--- src/rtl/rob_commit_ctrl_if.sv ---
// Issue, result and regfile ports of the retirement controller.
// master = issue/execute/regfile side, slave = controller.
interface rob_commit_ctrl_if;
   logic        alloc_valid;
   logic [4:0]  alloc_rd;
   logic        alloc_ready;
   logic [4:0]  alloc_tag;
   logic        result_valid;
   logic [4:0]  result_tag;
   logic [31:0] result_val;
   logic        result_redirect;
   logic        rf_write_en;
   logic [4:0]  rf_write_id;
   logic [4:0]  rf_write_dependency;
   logic [31:0] rf_write_val;
   logic        rf_dependency_set_en;
   logic [4:0]  rf_dependency_reg;
   logic [4:0]  rf_dependency_dependency;
   logic        rf_dependency_rst;
   logic        flush;
   logic [5:0]  count;

   modport master (
      output alloc_valid, alloc_rd,
      output result_valid, result_tag, result_val, result_redirect,
      input  alloc_ready, alloc_tag,
      input  rf_write_en, rf_write_id, rf_write_dependency, rf_write_val,
      input  rf_dependency_set_en, rf_dependency_reg,
      input  rf_dependency_dependency, rf_dependency_rst,
      input  flush, count
   );

   modport slave (
      input  alloc_valid, alloc_rd,
      input  result_valid, result_tag, result_val, result_redirect,
      output alloc_ready, alloc_tag,
      output rf_write_en, rf_write_id, rf_write_dependency, rf_write_val,
      output rf_dependency_set_en, rf_dependency_reg,
      output rf_dependency_dependency, rf_dependency_rst,
      output flush, count
   );
endinterface

--- src/rtl/rob_commit_ctrl.sv ---
// In-order retirement controller: allocates reorder tags, collects
// out-of-order results, retires in order, one-cycle flush on redirect.
module rob_commit_ctrl #(
   parameter int DEPTH = 32
) (
   input logic              clk,
   input logic              rst,
   rob_commit_ctrl_if.slave io
);
   localparam int PW = (DEPTH > 1) ? $clog2(DEPTH) : 1;

   typedef enum logic {RUN, FLUSH} state_t;

   state_t            state_q, state_d;
   logic [DEPTH-1:0]  busy_q, busy_d;
   logic [DEPTH-1:0]  ready_q, ready_d;
   logic [DEPTH-1:0]  redir_q, redir_d;
   logic [4:0]        rd_q  [DEPTH];
   logic [4:0]        rd_d  [DEPTH];
   logic [31:0]       val_q [DEPTH];
   logic [31:0]       val_d [DEPTH];
   logic [PW-1:0]     head_q, head_d;
   logic [PW-1:0]     tail_q, tail_d;
   logic [5:0]        count_q, count_d;

   logic              commit;
   logic              redir_commit;
   logic              alloc_fire;
   logic              res_hit;
   logic [PW-1:0]     res_idx;

   assign res_idx = io.result_tag[PW-1:0];
   assign res_hit = io.result_valid && ({1'b0, io.result_tag} < 6'(DEPTH));

   assign io.alloc_tag                = 5'(tail_q);
   assign io.rf_dependency_reg        = io.alloc_rd;
   assign io.rf_dependency_dependency = 5'(tail_q);
   assign io.count                    = count_q;

   // Next-state, entry updates and port outputs for RUN / FLUSH.
   always_comb begin
      state_d  = state_q;
      busy_d   = busy_q;
      ready_d  = ready_q;
      redir_d  = redir_q;
      rd_d     = rd_q;
      val_d    = val_q;
      head_d   = head_q;
      tail_d   = tail_q;
      count_d  = count_q;
      commit       = 1'b0;
      redir_commit = 1'b0;
      alloc_fire   = 1'b0;
      io.alloc_ready          = 1'b0;
      io.rf_write_en          = 1'b0;
      io.rf_write_id          = '0;
      io.rf_write_dependency  = '0;
      io.rf_write_val         = '0;
      io.rf_dependency_set_en = 1'b0;
      io.rf_dependency_rst    = 1'b0;
      io.flush                = 1'b0;
      unique case (state_q)
         RUN: begin
            commit       = busy_q[head_q] && ready_q[head_q];
            redir_commit = commit && redir_q[head_q];
            // No bypass of a same-cycle commit into a full buffer.
            io.alloc_ready = (count_q < 6'(DEPTH)) && !redir_commit;
            alloc_fire     = io.alloc_valid && io.alloc_ready;
            io.rf_dependency_set_en = alloc_fire && (io.alloc_rd != 5'd0);
            if (commit) begin
               io.rf_write_en         = rd_q[head_q] != 5'd0;
               io.rf_write_id         = rd_q[head_q];
               io.rf_write_dependency = 5'(head_q);
               io.rf_write_val        = val_q[head_q];
            end
            if (alloc_fire) begin
               busy_d[tail_q]  = 1'b1;
               ready_d[tail_q] = 1'b0;
               redir_d[tail_q] = 1'b0;
               rd_d[tail_q]    = io.alloc_rd;
               tail_d          = tail_q + 1'b1;
            end
            // Only in-flight entries accept results; busy is pre-edge.
            if (res_hit && busy_q[res_idx]) begin
               ready_d[res_idx] = 1'b1;
               val_d[res_idx]   = io.result_val;
               redir_d[res_idx] = io.result_redirect;
            end
            if (commit) begin
               busy_d[head_q] = 1'b0;
               head_d         = head_q + 1'b1;
            end
            count_d = count_q + 6'(alloc_fire) - 6'(commit);
            if (redir_commit) state_d = FLUSH;
         end
         FLUSH: begin
            io.rf_dependency_rst = 1'b1;
            io.flush             = 1'b1;
            busy_d  = '0;
            head_d  = '0;
            tail_d  = '0;
            count_d = '0;
            state_d = RUN;
         end
         default: state_d = RUN;
      endcase
   end

   // Control state with synchronous reset.
   always_ff @(posedge clk) begin
      if (rst) begin
         state_q <= RUN;
         busy_q  <= '0;
         ready_q <= '0;
         redir_q <= '0;
         head_q  <= '0;
         tail_q  <= '0;
         count_q <= '0;
      end else begin
         state_q <= state_d;
         busy_q  <= busy_d;
         ready_q <= ready_d;
         redir_q <= redir_d;
         head_q  <= head_d;
         tail_q  <= tail_d;
         count_q <= count_d;
      end
   end

   // Entry payload; only observed through busy entries.
   always_ff @(posedge clk) begin
      rd_q  <= rd_d;
      val_q <= val_d;
   end
endmodule
--- src/flat_wrapper.sv ---
// flat-port wrapper written by rule: the top's interface ports become plain ports
module rob_commit_ctrl_flat 
#(
   parameter int DEPTH = 32
)
  (clk, rst, io_alloc_valid, io_alloc_rd, io_result_valid, io_result_tag, io_result_val, io_result_redirect, io_alloc_ready, io_alloc_tag, io_rf_write_en, io_rf_write_id, io_rf_write_dependency, io_rf_write_val, io_rf_dependency_set_en, io_rf_dependency_reg, io_rf_dependency_dependency, io_rf_dependency_rst, io_flush, io_count);
  rob_commit_ctrl_if io_i ();
  input logic clk;
  input logic rst;
  input wire logic [$bits(io_i.alloc_valid)-1:0] io_alloc_valid;
  input wire logic [$bits(io_i.alloc_rd)-1:0] io_alloc_rd;
  input wire logic [$bits(io_i.result_valid)-1:0] io_result_valid;
  input wire logic [$bits(io_i.result_tag)-1:0] io_result_tag;
  input wire logic [$bits(io_i.result_val)-1:0] io_result_val;
  input wire logic [$bits(io_i.result_redirect)-1:0] io_result_redirect;
  output wire logic [$bits(io_i.alloc_ready)-1:0] io_alloc_ready;
  output wire logic [$bits(io_i.alloc_tag)-1:0] io_alloc_tag;
  output wire logic [$bits(io_i.rf_write_en)-1:0] io_rf_write_en;
  output wire logic [$bits(io_i.rf_write_id)-1:0] io_rf_write_id;
  output wire logic [$bits(io_i.rf_write_dependency)-1:0] io_rf_write_dependency;
  output wire logic [$bits(io_i.rf_write_val)-1:0] io_rf_write_val;
  output wire logic [$bits(io_i.rf_dependency_set_en)-1:0] io_rf_dependency_set_en;
  output wire logic [$bits(io_i.rf_dependency_reg)-1:0] io_rf_dependency_reg;
  output wire logic [$bits(io_i.rf_dependency_dependency)-1:0] io_rf_dependency_dependency;
  output wire logic [$bits(io_i.rf_dependency_rst)-1:0] io_rf_dependency_rst;
  output wire logic [$bits(io_i.flush)-1:0] io_flush;
  output wire logic [$bits(io_i.count)-1:0] io_count;
  assign io_i.alloc_valid = io_alloc_valid;
  assign io_i.alloc_rd = io_alloc_rd;
  assign io_i.result_valid = io_result_valid;
  assign io_i.result_tag = io_result_tag;
  assign io_i.result_val = io_result_val;
  assign io_i.result_redirect = io_result_redirect;
  assign io_alloc_ready = io_i.alloc_ready;
  assign io_alloc_tag = io_i.alloc_tag;
  assign io_rf_write_en = io_i.rf_write_en;
  assign io_rf_write_id = io_i.rf_write_id;
  assign io_rf_write_dependency = io_i.rf_write_dependency;
  assign io_rf_write_val = io_i.rf_write_val;
  assign io_rf_dependency_set_en = io_i.rf_dependency_set_en;
  assign io_rf_dependency_reg = io_i.rf_dependency_reg;
  assign io_rf_dependency_dependency = io_i.rf_dependency_dependency;
  assign io_rf_dependency_rst = io_i.rf_dependency_rst;
  assign io_flush = io_i.flush;
  assign io_count = io_i.count;
  rob_commit_ctrl #(.DEPTH(DEPTH)) u_core (.clk(clk), .rst(rst), .io(io_i));
endmodule
--- config.mk ---
export PLATFORM = sky130hd
export DESIGN_NAME = rob_commit_ctrl_flat
export DESIGN_NICKNAME = d
export VERILOG_FILES = /design/src/rtl/rob_commit_ctrl_if.sv /design/src/rtl/rob_commit_ctrl.sv /design/src/flat_wrapper.sv
export SDC_FILE = /design/constraint.sdc
export NUM_CORES = 1
export LEC_CHECK = 0
export CORE_MARGIN = 2
export CORE_UTILIZATION = 53
export CTS_BUF_LIST = sky130_fd_sc_hd__clkbuf_4 sky130_fd_sc_hd__clkbuf_8
export DETAILED_ROUTE_END_ITERATION = 10
export PLACE_DENSITY = 0.72
export SYNTH_ARGS = -nofsm -noshare
export SYNTH_HDL_FRONTEND = slang
export SYNTH_SLANG_ARGS = --single-unit
--- constraint.sdc ---
create_clock -name clk -period 5.05 [get_ports clk]
set_clock_uncertainty 0.05 [all_clocks]
set_input_delay 1.01 -clock clk [delete_from_list [all_inputs] [get_ports clk]]
set_output_delay 1.01 -clock clk [all_outputs]
set_load 0.02 [all_outputs]
==> results.txt <==
The worst-case clock buffer depth is 3. Leaving out fill and tap cells, the most frequent cells in the layout are 1,184 x sky130_fd_sc_hd__edfxtp_1, 304 x sky130_fd_sc_hd__mux4_2, 206 x sky130_fd_sc_hd__clkbuf_8. The post-detailed-route DRC marker count is 0. The static leakage is around 19 nW. The total wirelength of the detailed-routed design is between 100,000 and 150,000 µm. Synthesis handed over a netlist of 2,637 instances. The yosys synthesis warning count came out at 0. The worst-margin pin slew came out at 1.29 ns. The total negative slack for setup checks came out at 0 ns.

Detailed placement finished with a half-perimeter wire length of between 70,000 and 80,000 µm. For this design, the CTS-stage hold fixing added 0 buffers. The final count of hold timing violations was 0. Among all stages on the critical path, the largest delay is contributed by sky130_fd_sc_hd__or3_4. The count of unique library cells instantiated by Yosys is 61. The proportion of synthesized flip-flops having asynchronous set or reset is 0. For this run, the register share of the synthesized area comes to 0.744. The global placement routability congestion is approximately 0.93. The smallest clock period supported by the final layout is computed as ~5.0 ns. The tree is rooted in a sky130_fd_sc_hd__clkbuf_8. The power density normalized to cell area is ~360 mW/mm². The total track usage came out at 0.267. The setup path with the least slack is of type reg -> out. OpenSTA, run right after detailed placement, puts the worst setup slack at ~0.3 ns. From bottom edge to top edge, the die measures ~310 µm. The die outline area is 0.0984 mm². The relative area change from synthesis to final layout came out at 14.9%. The achievable clock frequency is ~200 MHz. The number of buffers and inverters on the critical path is 5.

The synthesized cell area came out at 0.0508 mm². The number of primary I/O pins is ~120. The post-route worst setup slack came out at approximately 0.066 ns. The placed instance area came out at 0.0542 mm². The kind of launch point of the worst setup path is a register.

The class of the tightest hold or removal check is in -> reg. The number of max-capacitance violations reported is 0. The max-slew violation count came out at 0.

Of all nets on the critical path, the largest fanout is 12. The number of levels the H-tree was split into came out at 4. TritonCTS built the clock tree. The total of buffers placed on input and output ports came out at 114.

In this run the remaining antenna-violating nets after routing total 0. Among the stages of the critical path, the cell type that occurs most often is sky130_fd_sc_hd__buf_4. Leaving out fill and tap cells, the most frequent cell in the layout is sky130_fd_sc_hd__edfxtp_1. Data arrives at the worst endpoint at 3.92 ns.

The count of endpoints failing setup in the final report came out at 0. The detailed-routing iteration count for the pre-antenna-repair pass is 6. The number of global-route vias before repair is 28.2k.

The critical path goes through buf_4 > nand3b_1 > buf_4 > o221ai_1 > o21ai_1 > o2111a_2 > or3_4 > buf_4 > buf_4 > a311oi_1 > dlymetal6s2s_1. The post-layout instance area is between 0.05 and 0.06 mm². VDD sags by at most ~0.00021 V.

The data required time of the critical path is roughly 4.0 ns. The first global-routing pass estimated around 190,000 µm of wire. The core region is roughly 0.095 mm². The flow ran to the end, and the final reports show no timing, DRC or antenna violations. The cell row count is around 110.

After detailed routing, the average wire length per cell comes to 30.1 µm. The number of fill cells is ~6.6k. The number of nets in the layout came out at approximately 3.0k. STA classifies the critical path endpoint as a primary output. The total overflow reported by the global router is 0. The post-route fraction of the period consumed by the critical path is 0.987. The die outline width came out at 314 µm. The top flip-flop cell by instance count after synthesis is sky130_fd_sc_hd__edfxtp_1.

The average cell area after synthesis came out at 19.3 µm². The detailed router finished its first iteration with a little under 4k violations. Counting the buffers created by CTS gives slightly below 200. The clock drives around 1.3k sinks.

The initial antenna violation count is 7. The average via count per standard cell came out at ~6.5. The via count came out at between 20k and 30k. The family of cells with the greatest summed delay on the critical path is buffers and inverters.

The initial core utilization is 0.535. The clock latency on the worst-skew pair came out at just under 0.9 ns. The clock slew seen by the registers of the worst setup and hold paths came out at approximately 0.060 ns. Entering global routing, the biggest net connects 85 pins. After synthesis the netlist holds a flip-flop and latch count of between 1k and 1.5k.

The largest stage delay on the critical path is approximately 0.55 ns. The layout cell share with drive strength beyond 1 is 0.272. Yosys mapped a number of flops with a built-in enable equal to 1,184. The number of nets in the synthesized netlist is approximately 2.7k. The worst pin sits at a relative slew slack of 0.134.
-- logic make-up (layout without fill, tap and decap cells) --
group                      count (synthesis)  in the layout  synth area share
DFF                                     1297           1297             0.744
buffers and inverters                    238            660            0.0222
muxes                                    356            356             0.145
AOI/OAI and AO/OA                        363            363            0.0501
other                                      0              7                 0
and+or+nand+nor                          358            360            0.0333
adders and majority gates                 15             15           0.00384
xor gates and xnor gates                  10             10           0.00172
-- metrics by stage --
| step | util | total power, W | hold slack, ns | instances |
|---|---|---|---|---|
| 2_1_floorplan | - | 0.0123 | 0.392 | 2637 |
| 3_3_place_gp | 0.570 | 0.0126 | 0.411 | 3952 |
| 3_5_place_dp | 0.570 | 0.0126 | 0.418 | 3952 |
| 4_1_cts | 0.613 | 0.0209 | 0.326 | 4323 |
| 5_1_grt | 0.615 | 0.0215 | 0.367 | 4332 |
| 6_report | 0.615 | 0.0208 | 0.366 | 4333 |
-- metal layers --
layer,up-vias,wire length (µm),track usage
met1,14600,50000,0.370
met3,258,12800,0.0542
met5,-,43,0
met2,1747,63100,0.423
li1,11500,-,-
met4,6,4460,0.101
-- cell type report --
type	count	area (µm²)	share of cell area
flip-flops and latches	1297	37800	0.648
multi-input cells	1104	12000	0.205
clock buffers	276	3360	0.0576
repair buffers	238	2890	0.0495
well taps	1265	1580	0.0271
clock inverters	80	502	0.00859
inverters	66	248	0.00424
diodes	7	17.5	0.000300
-- path summary, 6_finish.rpt --
| kind | from | to | slack, ns | cells past startpoint |
|---|---|---|---|---|
| max | u_core.head_q[4] | io_rf_write_val[18] | 0.07 | 11 |
| min | rst | u_core.ready_q[13] | 0.37 | 2 |
| max reg2reg | u_core.head_q[3] | u_core.io.count[4] | 1.22 | 14 |
| min reg2reg | u_core.ready_q[29] | u_core.ready_q[29] | 0.43 | 2 |
-- report_power, final --
group | leakage (nW) | total [W] | switching, W | internal [W]
combinational | 5.01 | 0.000628 | 0.000427 | 0.000201
clock | 2.04 | 0.00841 | 0.00395 | 0.00446
sequential | 11.6 | 0.0118 | 0.0000298 | 0.0118
total | 18.6 | 0.0208 | 0.00441 | 0.0164
-- synthesized netlist by cell type, types with 17 or more instances --
cell type | instances | area, µm²
sky130_fd_sc_hd__a21oi_1 | 38 | 190
sky130_fd_sc_hd__a22oi_1 | 43 | 323
sky130_fd_sc_hd__buf_1 | 18 | 67.6
sky130_fd_sc_hd__buf_2 | 42 | 210
sky130_fd_sc_hd__buf_4 | 28 | 210
sky130_fd_sc_hd__clkbuf_1 | 71 | 267
sky130_fd_sc_hd__dfxtp_1 | 113 | 2260
sky130_fd_sc_hd__edfxtp_1 | 1184 | 35600
sky130_fd_sc_hd__inv_1 | 63 | 236
sky130_fd_sc_hd__mux2i_1 | 52 | 521
sky130_fd_sc_hd__mux4_2 | 304 | 6850
sky130_fd_sc_hd__nand2_1 | 107 | 402
sky130_fd_sc_hd__nand3_1 | 18 | 90.1
sky130_fd_sc_hd__nor2_1 | 106 | 398
sky130_fd_sc_hd__nor3_1 | 33 | 165
sky130_fd_sc_hd__o21ai_0 | 41 | 205
sky130_fd_sc_hd__o221a_2 | 30 | 338
sky130_fd_sc_hd__o22ai_1 | 140 | 876
sky130_fd_sc_hd__o41ai_1 | 17 | 149
sky130_fd_sc_hd__or3_1 | 18 | 113
sky130_fd_sc_hd__or4_1 | 20 | 150
-- flip-flops by register name, indices dropped and copies added, names as in the netlist --
signal               flops
u_core.val_q          1024
u_core.io.alloc_tag      5
u_core.busy_q           32
u_core.rd_q            160
u_core.head_q            5
u_core.redir_q          32
u_core.state_q           1
u_core.io.count          6
u_core.ready_q          32
-- what timing repair did --
| item | in CTS | in global routing |
|---|---|---|
| pin swaps | 3 | 1 |
| setup buffers | 11 | 3 |
| cloned | 4 | 0 |
| resized for setup | 27 | 26 |
| setup endpoints to repair | 45 | 24 |
(Power assumes the default switching activity.)
